<file path="src/rtl/mac_operand_issuer_pkg.sv">
// Shared constants and types for the MAC operand issue path.
package mac_operand_issuer_pkg;

    localparam int MAC_MIN_WIDTH  = 8;
    localparam int MAC_CONF_WIDTH = 3;

    localparam logic [1:0] MODE_SINGLE = 2'd0;
    localparam logic [1:0] MODE_DUAL   = 2'd1;
    localparam logic [1:0] MODE_QUAD   = 2'd2;

    typedef enum logic [1:0] {
        ST_IDLE  = 2'd0,
        ST_RUN   = 2'd1,
        ST_DRAIN = 2'd2
    } issue_state_t;

endpackage

</file>
<file path="src/rtl/mac_operand_issuer_if.sv">
// Operand beat handshake plus per-lane operand/control bus between producer, issuer and combiner.
interface mac_operand_issuer_if
    import mac_operand_issuer_pkg::*;
#(
    parameter int MIN_W  = MAC_MIN_WIDTH,
    parameter int CONF_W = MAC_CONF_WIDTH
);
    logic [CONF_W-1:0]  cfg_mode;
    logic               in_valid;
    logic               in_ready;
    logic [4*MIN_W-1:0] in_a;
    logic [4*MIN_W-1:0] in_b;
    logic               in_last;
    logic [4*MIN_W-1:0] lane_a0, lane_a1, lane_a2, lane_a3;
    logic [MIN_W-1:0]   lane_b0, lane_b1, lane_b2, lane_b3;
    logic               mac_en;
    logic               acc_init;
    logic [CONF_W-1:0]  run_mode;
    logic               done;

    modport master (
        output cfg_mode, in_valid, in_a, in_b, in_last,
        input  in_ready, lane_a0, lane_a1, lane_a2, lane_a3,
        input  lane_b0, lane_b1, lane_b2, lane_b3, mac_en, acc_init, run_mode, done
    );

    modport slave (
        input  cfg_mode, in_valid, in_a, in_b, in_last,
        output in_ready, lane_a0, lane_a1, lane_a2, lane_a3,
        output lane_b0, lane_b1, lane_b2, lane_b3, mac_en, acc_init, run_mode, done
    );

endinterface

</file>
<file path="src/rtl/mac_skid_fifo.sv">
// Two-entry input buffer for operand beats; head is visible combinationally for the issue stage.
module mac_skid_fifo #(
    parameter int W = 65
) (
    input  logic         clk,
    input  logic         rst_n,
    input  logic         push,
    input  logic [W-1:0] din,
    input  logic         pop,
    output logic [W-1:0] dout,
    output logic         empty,
    output logic         full
);
    logic [W-1:0] mem [2];
    logic         wr_ptr;
    logic         rd_ptr;
    logic [1:0]   count;

    assign empty = (count == 2'd0);
    assign full  = (count == 2'd2);
    assign dout  = mem[rd_ptr];

    always_ff @(posedge clk or negedge rst_n) begin
        if (!rst_n) begin
            wr_ptr <= 1'b0;
            rd_ptr <= 1'b0;
            count  <= 2'd0;
        end else begin
            if (push) wr_ptr <= ~wr_ptr;
            if (pop)  rd_ptr <= ~rd_ptr;
            count <= count + {1'b0, push} - {1'b0, pop};
        end
    end

    always_ff @(posedge clk) begin
        if (push) mem[wr_ptr] <= din;
    end

endmodule

</file>
<file path="src/rtl/mac_operand_issuer.sv">
// Issues buffered operand beats as per-lane multiplier operands and frames accumulate runs.
// state    | meaning
// ST_IDLE  | no run open; next issued beat starts a run (acc_init)
// ST_RUN   | run open, waiting for the beat carrying last
// ST_DRAIN | last beat issued; counting down until its result reaches the combiner output
module mac_operand_issuer
    import mac_operand_issuer_pkg::*;
#(
    parameter int MIN_W    = MAC_MIN_WIDTH,
    parameter int CONF_W   = MAC_CONF_WIDTH,
    parameter int PIPE_LAT = 2
) (
    input logic             clk,
    input logic             rst_n,
    mac_operand_issuer_if.slave bus
);
    localparam int DW    = 4 * MIN_W;
    localparam int FW    = 2 * DW + 1;
    localparam int MW    = CONF_W - 1;
    localparam int CNT_W = (PIPE_LAT > 2) ? $clog2(PIPE_LAT) : 1;

    issue_state_t       state;
    logic [CNT_W-1:0]   drain_cnt;
    logic               rdy_en;
    logic [FW-1:0]      head;
    logic               fifo_empty, fifo_full;
    logic               push, issue, first_beat, drain_end;
    logic [DW-1:0]      head_a, head_b;
    logic               head_last;
    logic [MW-1:0]      mode_sel;
    logic [DW-1:0]      slice_a [4];
    logic [MIN_W-1:0]   slice_b [4];
    logic [DW-1:0]      lane_a_q [4];
    logic [MIN_W-1:0]   lane_b_q [4];
    logic               mac_en_q, acc_init_q, done_q;
    logic [CONF_W-1:0]  run_mode_q;

    assign head_a    = head[FW-1 -: DW];
    assign head_b    = head[DW:1];
    assign head_last = head[0];

    // Intake is held off during drain so the next run cannot overtake the current one's result.
    assign bus.in_ready = rdy_en && !fifo_full && (state != ST_DRAIN);
    assign push         = bus.in_valid && bus.in_ready;
    assign drain_end    = (state == ST_DRAIN) && (drain_cnt == '0);
    assign issue        = !fifo_empty && ((state != ST_DRAIN) || drain_end);
    assign first_beat   = (state != ST_RUN);
    assign mode_sel     = first_beat ? bus.cfg_mode[MW-1:0] : run_mode_q[MW-1:0];

    mac_skid_fifo #(.W(FW)) u_fifo (
        .clk   (clk),
        .rst_n (rst_n),
        .push  (push),
        .din   ({bus.in_a, bus.in_b, bus.in_last}),
        .pop   (issue),
        .dout  (head),
        .empty (fifo_empty),
        .full  (fifo_full)
    );

    // Undefined mode codes fall through to the single-width slicing.
    always_comb begin
        for (int i = 0; i < 4; i++) begin
            slice_a[i] = DW'(head_a[i*MIN_W +: MIN_W]);
            slice_b[i] = head_b[i*MIN_W +: MIN_W];
            if (mode_sel == MW'(MODE_DUAL))
                slice_a[i] = DW'((i < 2) ? head_a[2*MIN_W-1:0] : head_a[DW-1:2*MIN_W]);
            else if (mode_sel == MW'(MODE_QUAD))
                slice_a[i] = head_a;
        end
    end

    always_ff @(posedge clk or negedge rst_n) begin
        if (!rst_n) begin
            state      <= ST_IDLE;
            drain_cnt  <= '0;
            rdy_en     <= 1'b0;
            mac_en_q   <= 1'b0;
            acc_init_q <= 1'b0;
            done_q     <= 1'b0;
            run_mode_q <= '0;
            for (int i = 0; i < 4; i++) begin
                lane_a_q[i] <= '0;
                lane_b_q[i] <= '0;
            end
        end else begin
            rdy_en     <= 1'b1;
            mac_en_q   <= issue;
            acc_init_q <= issue && first_beat;
            done_q     <= drain_end;
            if (issue) begin
                for (int i = 0; i < 4; i++) begin
                    lane_a_q[i] <= slice_a[i];
                    lane_b_q[i] <= slice_b[i];
                end
                if (first_beat) run_mode_q <= bus.cfg_mode;
            end
            // A new run may issue on the same edge the previous one finishes draining.
            if (issue && head_last) begin
                state     <= ST_DRAIN;
                drain_cnt <= CNT_W'(PIPE_LAT - 1);
            end else if (issue) begin
                state <= ST_RUN;
            end else if (drain_end) begin
                state <= ST_IDLE;
            end else if (state == ST_DRAIN) begin
                drain_cnt <= drain_cnt - CNT_W'(1);
            end
        end
    end

    assign bus.lane_a0  = lane_a_q[0];
    assign bus.lane_a1  = lane_a_q[1];
    assign bus.lane_a2  = lane_a_q[2];
    assign bus.lane_a3  = lane_a_q[3];
    assign bus.lane_b0  = lane_b_q[0];
    assign bus.lane_b1  = lane_b_q[1];
    assign bus.lane_b2  = lane_b_q[2];
    assign bus.lane_b3  = lane_b_q[3];
    assign bus.mac_en   = mac_en_q;
    assign bus.acc_init = acc_init_q;
    assign bus.run_mode = run_mode_q;
    assign bus.done     = done_q;

endmodule

</file>
<file path="src/flat_wrapper.sv">
// flat-port wrapper written by rule: the top's interface ports become plain ports
module mac_operand_issuer_flat import mac_operand_issuer_pkg::*;
#(
    parameter int MIN_W    = MAC_MIN_WIDTH,
    parameter int CONF_W   = MAC_CONF_WIDTH,
    parameter int PIPE_LAT = 2
)
  (clk, rst_n, bus_cfg_mode, bus_in_valid, bus_in_a, bus_in_b, bus_in_last, bus_in_ready, bus_lane_a0, bus_lane_a1, bus_lane_a2, bus_lane_a3, bus_lane_b0, bus_lane_b1, bus_lane_b2, bus_lane_b3, bus_mac_en, bus_acc_init, bus_run_mode, bus_done);
  mac_operand_issuer_if #(.MIN_W(MIN_W), .CONF_W(CONF_W)) bus_i ();
  input logic clk;
  input logic rst_n;
  input wire logic [$bits(bus_i.cfg_mode)-1:0] bus_cfg_mode;
  input wire logic [$bits(bus_i.in_valid)-1:0] bus_in_valid;
  input wire logic [$bits(bus_i.in_a)-1:0] bus_in_a;
  input wire logic [$bits(bus_i.in_b)-1:0] bus_in_b;
  input wire logic [$bits(bus_i.in_last)-1:0] bus_in_last;
  output wire logic [$bits(bus_i.in_ready)-1:0] bus_in_ready;
  output wire logic [$bits(bus_i.lane_a0)-1:0] bus_lane_a0;
  output wire logic [$bits(bus_i.lane_a1)-1:0] bus_lane_a1;
  output wire logic [$bits(bus_i.lane_a2)-1:0] bus_lane_a2;
  output wire logic [$bits(bus_i.lane_a3)-1:0] bus_lane_a3;
  output wire logic [$bits(bus_i.lane_b0)-1:0] bus_lane_b0;
  output wire logic [$bits(bus_i.lane_b1)-1:0] bus_lane_b1;
  output wire logic [$bits(bus_i.lane_b2)-1:0] bus_lane_b2;
  output wire logic [$bits(bus_i.lane_b3)-1:0] bus_lane_b3;
  output wire logic [$bits(bus_i.mac_en)-1:0] bus_mac_en;
  output wire logic [$bits(bus_i.acc_init)-1:0] bus_acc_init;
  output wire logic [$bits(bus_i.run_mode)-1:0] bus_run_mode;
  output wire logic [$bits(bus_i.done)-1:0] bus_done;
  assign bus_i.cfg_mode = bus_cfg_mode;
  assign bus_i.in_valid = bus_in_valid;
  assign bus_i.in_a = bus_in_a;
  assign bus_i.in_b = bus_in_b;
  assign bus_i.in_last = bus_in_last;
  assign bus_in_ready = bus_i.in_ready;
  assign bus_lane_a0 = bus_i.lane_a0;
  assign bus_lane_a1 = bus_i.lane_a1;
  assign bus_lane_a2 = bus_i.lane_a2;
  assign bus_lane_a3 = bus_i.lane_a3;
  assign bus_lane_b0 = bus_i.lane_b0;
  assign bus_lane_b1 = bus_i.lane_b1;
  assign bus_lane_b2 = bus_i.lane_b2;
  assign bus_lane_b3 = bus_i.lane_b3;
  assign bus_mac_en = bus_i.mac_en;
  assign bus_acc_init = bus_i.acc_init;
  assign bus_run_mode = bus_i.run_mode;
  assign bus_done = bus_i.done;
  mac_operand_issuer #(.MIN_W(MIN_W), .CONF_W(CONF_W), .PIPE_LAT(PIPE_LAT)) u_core (.clk(clk), .rst_n(rst_n), .bus(bus_i));
endmodule
</file>
<file path="config.mk">
export PLATFORM = sky130hd
export DESIGN_NAME = mac_operand_issuer_flat
export DESIGN_NICKNAME = d
export VERILOG_FILES = /design/src/rtl/mac_operand_issuer_pkg.sv /design/src/rtl/mac_operand_issuer_if.sv /design/src/rtl/mac_skid_fifo.sv /design/src/rtl/mac_operand_issuer.sv /design/src/flat_wrapper.sv
export SDC_FILE = /design/constraint.sdc
export NUM_CORES = 1
export LEC_CHECK = 0
export ABC_AREA = 1
export BUFFER_PORTS_ARGS = -buffer_cell sky130_fd_sc_hd__buf_2
export CORE_MARGIN = 4
export CORE_UTILIZATION = 40
export CTS_CLUSTER_DIAMETER = 80
export CTS_CLUSTER_SIZE = 24
export DETAILED_ROUTE_END_ITERATION = 6
export PLACE_DENSITY_LB_ADDON = 0.08
export SLEW_MARGIN = 40
export SYNTH_ARGS = -nofsm -noshare
export SYNTH_HDL_FRONTEND = slang
export SYNTH_HIERARCHICAL = 1
export SYNTH_SLANG_ARGS = --single-unit
</file>
<file path="constraint.sdc">
create_clock -name clk -period 5.3 [get_ports clk]
set_input_delay 1.325 -clock clk [delete_from_list [all_inputs] [get_ports clk]]
set_output_delay 1.325 -clock clk [all_outputs]
set_load 0.01 [all_outputs]
</file>
==> impl_summary.log, run 1 <==
[metrics] result of the run: finished clean
[metrics] capturing point of the worst reg2reg path: u_core/bus.lane_a2[8]
[metrics] Yosys top cell area share: roughly two fifths
[metrics] buffer depth of the longest clock path: 3
[metrics] maximum clock skew at final layout: 0.0151 ns
[metrics] worst hold endpoint: u_core/bus.lane_b1[3]
[metrics] largest net degree at the start of global routing: 89
[metrics] via-per-instance ratio: roughly 4.6
[metrics] busiest grt layer: met2
[metrics] power per cell area: 609 nW/um^2
[metrics] worst rel slew slack: 51.6%
[metrics] routed vias: 6634
[metrics] met3 track utilization from global routing: 4.08%
[metrics] arrival time at the worst endpoint: approximately 1.6 ns
[metrics] root buf cell: sky130_fd_sc_hd__clkbuf_16
[metrics] cell type group with the largest total delay on the critical path: flip-flops
[metrics] type of the most critical hold path: reg2reg
[metrics] smallest setup slack after layout: 2.42 ns
[metrics] met1 usage: a little under a quarter
[metrics] # IOs: 238
[metrics] Layout Cell Area excl Fill: 11500 um^2
[metrics] transition time at the pin with the least slew margin: 0.726 ns
[metrics] Row Count: 58
[metrics] Inst Count DP: roughly 1.4k
[metrics] total power: 0.00698 W
[metrics] placeable core region: between 20000 and 30000 um^2
[metrics] Min-Delay Path Depth: 2
[metrics] hold wc startpoint: u_core/bus.lane_b1[3]
[metrics] flop2flop setup slack: 2.53 ns
[metrics] final total negative setup slack: 0 ns
[metrics] ratio of final minimum period to clock period: 54.4%
[metrics] met2 track utilization from global routing: 26.9%
[metrics] initial core utilization: between 40% and 50%
[metrics] count of mapped cells out of synthesis: 958
[metrics] synthesized cell area: 10100 um^2
[metrics] sum of routed wire length over all layers: 23800 um
[metrics] worst slack, placed: 2.43 ns
[metrics] average cell area after synthesis: between 10 and 15 um^2
[metrics] unrepaired setup endpoints after global routing: false
[metrics] Sw Share: 42.3%
[metrics] data required time at the worst endpoint: 3.97 ns
[metrics] number of clock sinks seen by CTS: 240
[metrics] global routing usage summed across all routing layers: 16.4%
[metrics] post-layout minimum cycle time: 2.88 ns
[metrics] count of routing violations after the opening detailed-route iteration: 364
[metrics] kind of start point of the critical path: flop
[metrics] Worst Path Buf+Inv: 1
[metrics] part of the power in the clock network: 16.2%
[metrics] Final Max Tran Viols: 0
[metrics] Max stage delay cell, worst path: sky130_fd_sc_hd__dfrtp_1
[metrics] Critical Path, Cell by Cell: nor2_4 -> nor3b_1 -> buf_2
[metrics] CTS buffer count: 14
[metrics] DRT Pass-1 Iters: 6
[metrics] worst r2r path cells: 7
[metrics] nets@finish: 1187
[metrics] Placed Instance Area: 11000 um^2
[metrics] vertical die dimension: 167 um
[metrics] post-synthesis register bit count: 240
[metrics] area overhead of the layout relative to synthesis: 13.0%
[metrics] global-route wire length before repair: 36700 um
[metrics] reported net switching power: slightly below 0.003 W
[metrics] Final Hold Violating Endpoints: 0
[metrics] quantity of gates resized following cts: 0
[metrics] largest stage delay on the critical path: 0.56 ns
[metrics] Non-Filler Instances: between 1k and 1.5k
[metrics] global placer's final weighted congestion: 0.749
[metrics] beginning of the worst register-to-register path: u_core/state[0]
[metrics] initial antenna violation count: 9
[metrics] achievable frequency: 347 MHz
[metrics] count of yosys warnings during synthesis: 6
[metrics] Flop pwr share: 41.3%
[metrics] overflow left after global routing: 0
[metrics] top post-synthesis cells by area: sky130_fd_sc_hd__edfxtp_1, sky130_fd_sc_hd__dfrtp_1, sky130_fd_sc_hd__nand2_1
[metrics] critical path peak fanout: 8
[metrics] vias in the first global route: 6421
[metrics] Antenna Violating Nets Remaining: 0
[metrics] static leakage: about 5.6 nW
[metrics] count of endpoints failing setup in the final report: 0
[metrics] number of design rule violations left after detail routing: 0
[metrics] share of layout cells above drive strength 1: 26.1%
[metrics] clock-pin slew reported for the worst setup and hold paths after clock tree synthesis: around 0.090 ns
[metrics] Max VDD drop: around 0.25 mV
[metrics] CP endpoint kind: output pin
[metrics] Clk Latency, worst-skew pair: 0.49 ns
[metrics] internal power: approximately 0.0040 W
[metrics] CTS H-tree lvls: 1
[metrics] Unique masters post-synth: 28
[metrics] area leader, netlist: sky130_fd_sc_hd__edfxtp_1
[metrics] TritonCTS clock tree: built
[metrics] worst setup path class: reg2out
[metrics] setup bufs post-CTS: 0
[metrics] count of buffers inserted at the top-level ports: roughly 240
[metrics] post-detailed-placement half-perimeter wirelength: 15900 um
[metrics] hold bufs inserted after CTS: 0
[metrics] Synth Net Count: approximately 1.0k
[metrics] wire per inst: ~16 um
[metrics] Seq/Total Area, Yosys: 65.7%
[metrics] Comb power frac: 42.5%
[metrics] width of the die: 167 um
[metrics] Maximum Capacitance Violations: 0
[metrics] area enclosed by the die boundary: 28000 um^2
[layer usage]
layer	wire length, um	up-vias
li1	-	3303
met1	10700	3098
met2	11000	183
met3	1690	34
met4	263	16
met5	87	-
[placed cells by master (no fill, tap or decap), drive strengths merged, types with 3 or more instances in the layout]
cell type	netlist	layout
nand2	288	288
buf	100	245
edfxtp	130	130
inv	118	118
dfrtp	110	110
o21ai	79	79
nand3	49	49
nor2	42	42
clkbuf	5	16
a22o	13	13
a21oi	8	8
o211ai	4	4
clkinv	0	4
nand4	3	3
[cell type report]
cell class | instances | area [um^2]
Fill cell | 2428 | 13600
Sequential cell | 240 | 6660
Clock inverter | 6 | 36.3
Clock buffer | 16 | 379
Tap cell | 330 | 413
Multi-Input combinational cell | 495 | 2260
Inverter | 118 | 448
Timing Repair Buffer | 245 | 1260
Antenna cell | 1 | 2.50
[worst min-delay path: cells and delay by family (launching register included)]
family / cells / cell delay (ns)
AND/OR/NAND/NOR: 2 / 0.10
flip-flops: 1 / 0.34
[worst max-delay path by stage]
stage / start / endpoint / slack, ns / depth (start not counted)
detailed placement: bus_in_valid / u_core/u_fifo/mem[1][59] / 2.43 / 5
global route: u_core/state[0] / bus_in_ready / 2.27 / 3
finish: u_core/state[0] / bus_in_ready / 2.42 / 3
floorplan: bus_in_valid / u_core/u_fifo/mem[0][0] / 0.52 / 3
global placement: bus_in_valid / u_core/u_fifo/mem[1][29] / 1.98 / 5
CTS: u_core/state[0] / bus_in_ready / 2.36 / 3
[cells in the mapped netlist]
library cell               instances
sky130_fd_sc_hd__o21ai_0          71
sky130_fd_sc_hd__edfxtp_1        130
sky130_fd_sc_hd__clkbuf_1          4
sky130_fd_sc_hd__o21ai_2           8
sky130_fd_sc_hd__nand4_1           3
sky130_fd_sc_hd__nand2_1         278
sky130_fd_sc_hd__nor2_4            2
sky130_fd_sc_hd__buf_6            11
sky130_fd_sc_hd__nor2_1           40
sky130_fd_sc_hd__nand3_1          49
sky130_fd_sc_hd__nand2_2           5
sky130_fd_sc_hd__nand3b_1          1
sky130_fd_sc_hd__nand2_4           5
sky130_fd_sc_hd__buf_4            79
sky130_fd_sc_hd__nor3b_1           1
sky130_fd_sc_hd__buf_2            10
sky130_fd_sc_hd__ha_1              2
sky130_fd_sc_hd__inv_1           114
sky130_fd_sc_hd__clkbuf_4          1
sky130_fd_sc_hd__a22o_1           13
sky130_fd_sc_hd__a21oi_1           8
sky130_fd_sc_hd__conb_1            1
sky130_fd_sc_hd__o211ai_1          4
sky130_fd_sc_hd__and2_1            1
sky130_fd_sc_hd__dfrtp_1         110
sky130_fd_sc_hd__nor3_1            1
sky130_fd_sc_hd__inv_2             4
sky130_fd_sc_hd__xor2_1            2
[sequential cells by signal, summed over array words and instances, names as in the netlist]
name,cells
u_core/u_fifo/mem,130
u_core/bus.mac_en,1
u_core/u_fifo/count,2
u_core/bus.lane_b0,8
u_core/bus.lane_a1,8
u_core/u_fifo/wr_ptr,1
u_core/drain_cnt,1
u_core/bus.lane_a0,32
u_core/bus.lane_b3,8
u_core/state,2
u_core/bus.lane_a3,8
u_core/bus.acc_init,1
u_core/rdy_en,1
u_core/bus.done,1
u_core/bus.run_mode,3
u_core/bus.lane_b1,8
u_core/bus.lane_a2,16
u_core/u_fifo/rd_ptr,1
u_core/bus.lane_b2,8
[power groups by stage]
stage          Sequential [W]  Combinational, W  Clock, W
4_1_cts               0.00295           0.00297   0.00118
2_1_floorplan         0.00300           0.00217         0
6_report              0.00288           0.00296   0.00113
5_1_grt               0.00297           0.00333   0.00125
3_5_place_dp          0.00298           0.00296         0
3_3_place_gp          0.00298           0.00293         0
[per-stage QoR]
step                utilization [%]  hold slack (ns)
CTS                            45.7            0.481
global route                   45.8            0.490
global placement               44.0            0.455
detailed placement             44.0            0.457
finish                         45.8            0.478
floorplan                         -            0.452
[kinds of logic (layout without fill, tap and decap cells)]
| logic type | after synthesis | in the layout | share of synthesized area, % |
|---|---|---|---|
| other cells | 1 | 2 | 0.0370 |
| flops | 240 | 240 | 65.7 |
| compound gates | 104 | 104 | 6.01 |
| xor+xnor | 2 | 2 | 0.173 |
| simple gates | 386 | 386 | 15.7 |
| fa+ha+maj | 2 | 2 | 0.247 |
| buf+inv | 223 | 385 | 12.2 |
Note: power is estimated with default switching activity, not from simulation.
==> inputs of run 2 (changes only) <==
Settings changed: ABC_AREA 1 to 0.
Clock period 5.3 ns to 3.03 ns, I/O delays scaled along.
==> run 2 against run 1 <==
Net effect:
- clock skew increased by 0.0063 ns
- global-route usage rose by 0.13 points
- synthesized cell count is 27% lower
- die area is 2.5% lower
- critical path depth unchanged
- setup slack worse by 1.6 ns
- via count decreased by 12%
- combinational power is 73% higher
- critical endpoint unchanged
==> impl_summary.log, run 2 <==
[metrics] count of routing violations after the opening detailed-route iteration: 309 (-15%)
[metrics] unrepaired setup endpoints after global routing: false
[metrics] top post-synthesis cells by area: sky130_fd_sc_hd__edfxtp_1, sky130_fd_sc_hd__dfrtp_1, sky130_fd_sc_hd__mux2_4
[metrics] Yosys top cell area share: 39.5% (+1.0 points)
[metrics] final total negative setup slack: 0 ns (unchanged)
[metrics] hold bufs inserted after CTS: 0 (unchanged)
[metrics] count of yosys warnings during synthesis: 6 (unchanged)
[metrics] number of design rule violations left after detail routing: 0 (unchanged)
[metrics] Maximum Capacitance Violations: 0 (unchanged)
[metrics] DRT Pass-1 Iters: 4 (-2)
[metrics] ratio of final minimum period to clock period: 73.0%
[metrics] root buf cell: sky130_fd_sc_hd__clkbuf_16
[metrics] number of synthesized flops with an enable pin: 130 (unchanged)
[metrics] synthesized cell area: 9870 um^2 (-2.6%)
[metrics] largest net degree at the start of global routing: 106 (+19%)
[metrics] Seq/Total Area, Yosys: 67.4% (+1.8 points)
[metrics] buffer depth of the longest clock path: 3 (unchanged)
[metrics] most common cell after layout, fill and taps aside: sky130_fd_sc_hd__buf_2
[metrics] area enclosed by the die boundary: 27300 um^2 (-2.5%)
[metrics] average cell area after synthesis: 14.0 um^2 (+33%)
[metrics] count of mapped cells out of synthesis: 703 (-27%)
[metrics] Row Count: 57 (-1.7%)
[metrics] Unique masters post-synth: 37 (+32%)
[metrics] Inst Count DP: 1176 (-18%)
[metrics] Final Max Tran Viols: 0 (unchanged)
[metrics] global routing usage summed across all routing layers: 16.6% (+0.13 points)
[metrics] transition time at the pin with the least slew margin: 0.802 ns (+0.0760 ns)
[metrics] number of fill cells in the layout: 2224 (-8.4%)
[metrics] Antenna Violating Nets Remaining: 0 (unchanged)
[metrics] maximum clock skew at final layout: 0.0214 ns (+0.00631 ns)
[metrics] most common cell in the synthesized netlist: sky130_fd_sc_hd__nand2_1
[metrics] quantity of gates resized following cts: 0 (unchanged)
[metrics] kind of start point of the critical path: flop
[metrics] Synth Net Count: 776 (-25%)
[metrics] via-per-instance ratio: 4.87 (+6.6%)
[metrics] power per cell area: 1090 nW/um^2 (+78%)
[metrics] fraction of synthesis flops using an asynchronous set or reset pin: 45.8% (unchanged)
[metrics] nets@finish: 941 (-21%)
[metrics] global placer's final weighted congestion: 0.785 (+4.7%)
[metrics] setup bufs post-CTS: 0 (unchanged)
[metrics] Final Hold Violating Endpoints: 0 (unchanged)
[metrics] placeable core region: 24300 um^2 (-2.9%)
[metrics] data required time at the worst endpoint: 2.27 ns (-1.70 ns)
[metrics] critical path peak fanout: 6 (-2)
[metrics] Top reg by flops: u_core/u_fifo/mem
[metrics] achievable frequency: 452 MHz
[metrics] count of endpoints failing setup in the final report: 0 (unchanged)
[metrics] initial core utilization: 40.6% (+0.11 points)
[metrics] result of the run: finished clean
[metrics] worst rel slew slack: 46.5% (-5.1 points)
[metrics] post-layout minimum cycle time: roughly 2.2 ns
[metrics] routed vias: 5854 (-12%)
[metrics] sum of routed wire length over all layers: 22900 um (-3.9%)
[metrics] CP endpoint kind: output pin
[metrics] wire per inst: 19.0 um (+16%)
[metrics] area overhead of the layout relative to synthesis: 15.0%
[metrics] TritonCTS clock tree: built
[metrics] clock-pin slew reported for the worst setup and hold paths after clock tree synthesis: 0.09 ns (about the same)
[metrics] met2 track utilization from global routing: 28.2% (+1.3 points)
[metrics] global-route wire length before repair: 34700 um (-5.6%)
[metrics] arrival time at the worst endpoint: 1.46 ns (-0.10 ns)
[metrics] CTS H-tree lvls: 1 (unchanged)
[metrics] Non-Filler Instances: 1201 (-17%)
[metrics] post-synthesis register bit count: 240 (unchanged)
[metrics] width of the die: 165 um (-1.2%)
[metrics] Max VDD drop: 0.684 mV (+170%)
[metrics] # IOs: 238 (unchanged)
[metrics] type of the most critical hold path: in2async
[metrics] share of layout cells above drive strength 1: 39.0% (+13 points)
[metrics] vertical die dimension: 165 um (-1.2%)
[metrics] commonest non-fill, non-tap cells in the layout: sky130_fd_sc_hd__buf_2, sky130_fd_sc_hd__nand2_1, sky130_fd_sc_hd__edfxtp_1, sky130_fd_sc_hd__dfrtp_1, sky130_fd_sc_hd__mux2_4
[metrics] flip-flop cell with the highest count after synthesis: sky130_fd_sc_hd__edfxtp_1
[metrics] beginning of the worst register-to-register path: u_core/state[0]
[metrics] busiest grt layer: met2
[metrics] synth cell count leaders: sky130_fd_sc_hd__nand2_1, sky130_fd_sc_hd__edfxtp_1, sky130_fd_sc_hd__dfrtp_1
[metrics] initial antenna violation count: 7 (-2)
[metrics] met3 track utilization from global routing: 5.14% (+1.1 points)
[metrics] vias in the first global route: 5997 (-6.6%)
[metrics] count of buffers inserted at the top-level ports: 237 (unchanged)
[metrics] Clk Latency, worst-skew pair: 0.49 ns (about the same)
[metrics] met1 usage: 21.1% (-1.7 points)
[metrics] area leader, netlist: sky130_fd_sc_hd__edfxtp_1
[metrics] CTS buffer count: 14 (unchanged)
[metrics] number of clock sinks seen by CTS: 240 (unchanged)
[metrics] post-detailed-placement half-perimeter wirelength: 16200 um (+1.9%)
[metrics] flip-flop count of the largest register after layout: 130 (unchanged)
[metrics] first element of the critical path: u_core/state[0]
[metrics] worst setup path class: reg2out
[metrics] overflow left after global routing: 0 (unchanged)
[metrics] static leakage: 5.11 nW (-9.4%)
[metrics] total power: 0.0123 W (+77%)
-- run 2: cells by family after synthesis --
family	count (synthesis)	synth area share, %
xor gates and xnor gates	5	0.595
buffers and inverters	105	7.48
AOI/OAI and AO/OA	70	5.58
DFF	240	67.4
and+or+nand+nor	203	8.43
other	1	0.0380
adders and majority gates	2	0.253
muxes	77	10.2
-- run 2: area by class of cell --
type                    count  area, um^2  share of cell area, %
multi-input cells         358        2490                   21.9
inverters                   6        22.5                  0.198
diodes                      1        2.50                 0.0220
clock inverters             3        55.1                  0.485
clock buffers              21         398                   3.50
well taps                 324         405                   3.57
repair buffers            248        1330                   11.7
flip-flops and latches    240        6660                   58.6
-- run 2: path summary, 6_finish.rpt --
kind / end / slack, ns / cells past startpoint
max in group asynchronous: u_core/bus.lane_a0[21] / 2.11 / 2
min: u_core/bus.lane_b1[3] / 0.20 / 1
min reg2reg: u_core/bus.lane_b3[3] / 0.48 / 2
max reg2reg: u_core/u_fifo/mem[0][23] / 0.82 / 5
min in group clk: u_core/u_fifo/mem[1][36] / 0.46 / 1
max: bus_in_ready / 0.82 / 3
-- run 2: per-stage QoR --
stage               area, um^2  hold slack, ns  util [%]  setup slack, ns
floorplan                 9880           0.439         -           0.0168
global placement         10900           0.455      44.8            0.814
detailed placement       10900           0.457      44.8            0.777
CTS                      11400           0.208      46.7            0.785
global route             11400           0.207      46.7            0.706
finish                   11400           0.201      46.7            0.817
-- run 2: routing by layer --
layer  vias to the layer above  part of all wire (%)
li1                       2732                     -
met1                      2886                    40
met2                       197                    49
met3                        27                   9.1
met4                        12                   1.2
met5                         -                  0.38
-- run 2: critical path: stages (launching register included) --
cell and delay, ns:
sky130_fd_sc_hd__dfrtp_1 0.45, sky130_fd_sc_hd__nand2b_4 0.20, sky130_fd_sc_hd__and3b_1 0.19, sky130_fd_sc_hd__buf_2 0.14
-- run 2: power by group --
| group | total (W) | leakage (nW) | internal, W | switching [W] |
|---|---|---|---|---|
| combinational | 0.00511 | 2.36 | 0.00213 | 0.00297 |
| sequential | 0.00513 | 2.53 | 0.00445 | 0.000685 |
| clock | 0.00209 | 0.217 | 0.00102 | 0.00106 |
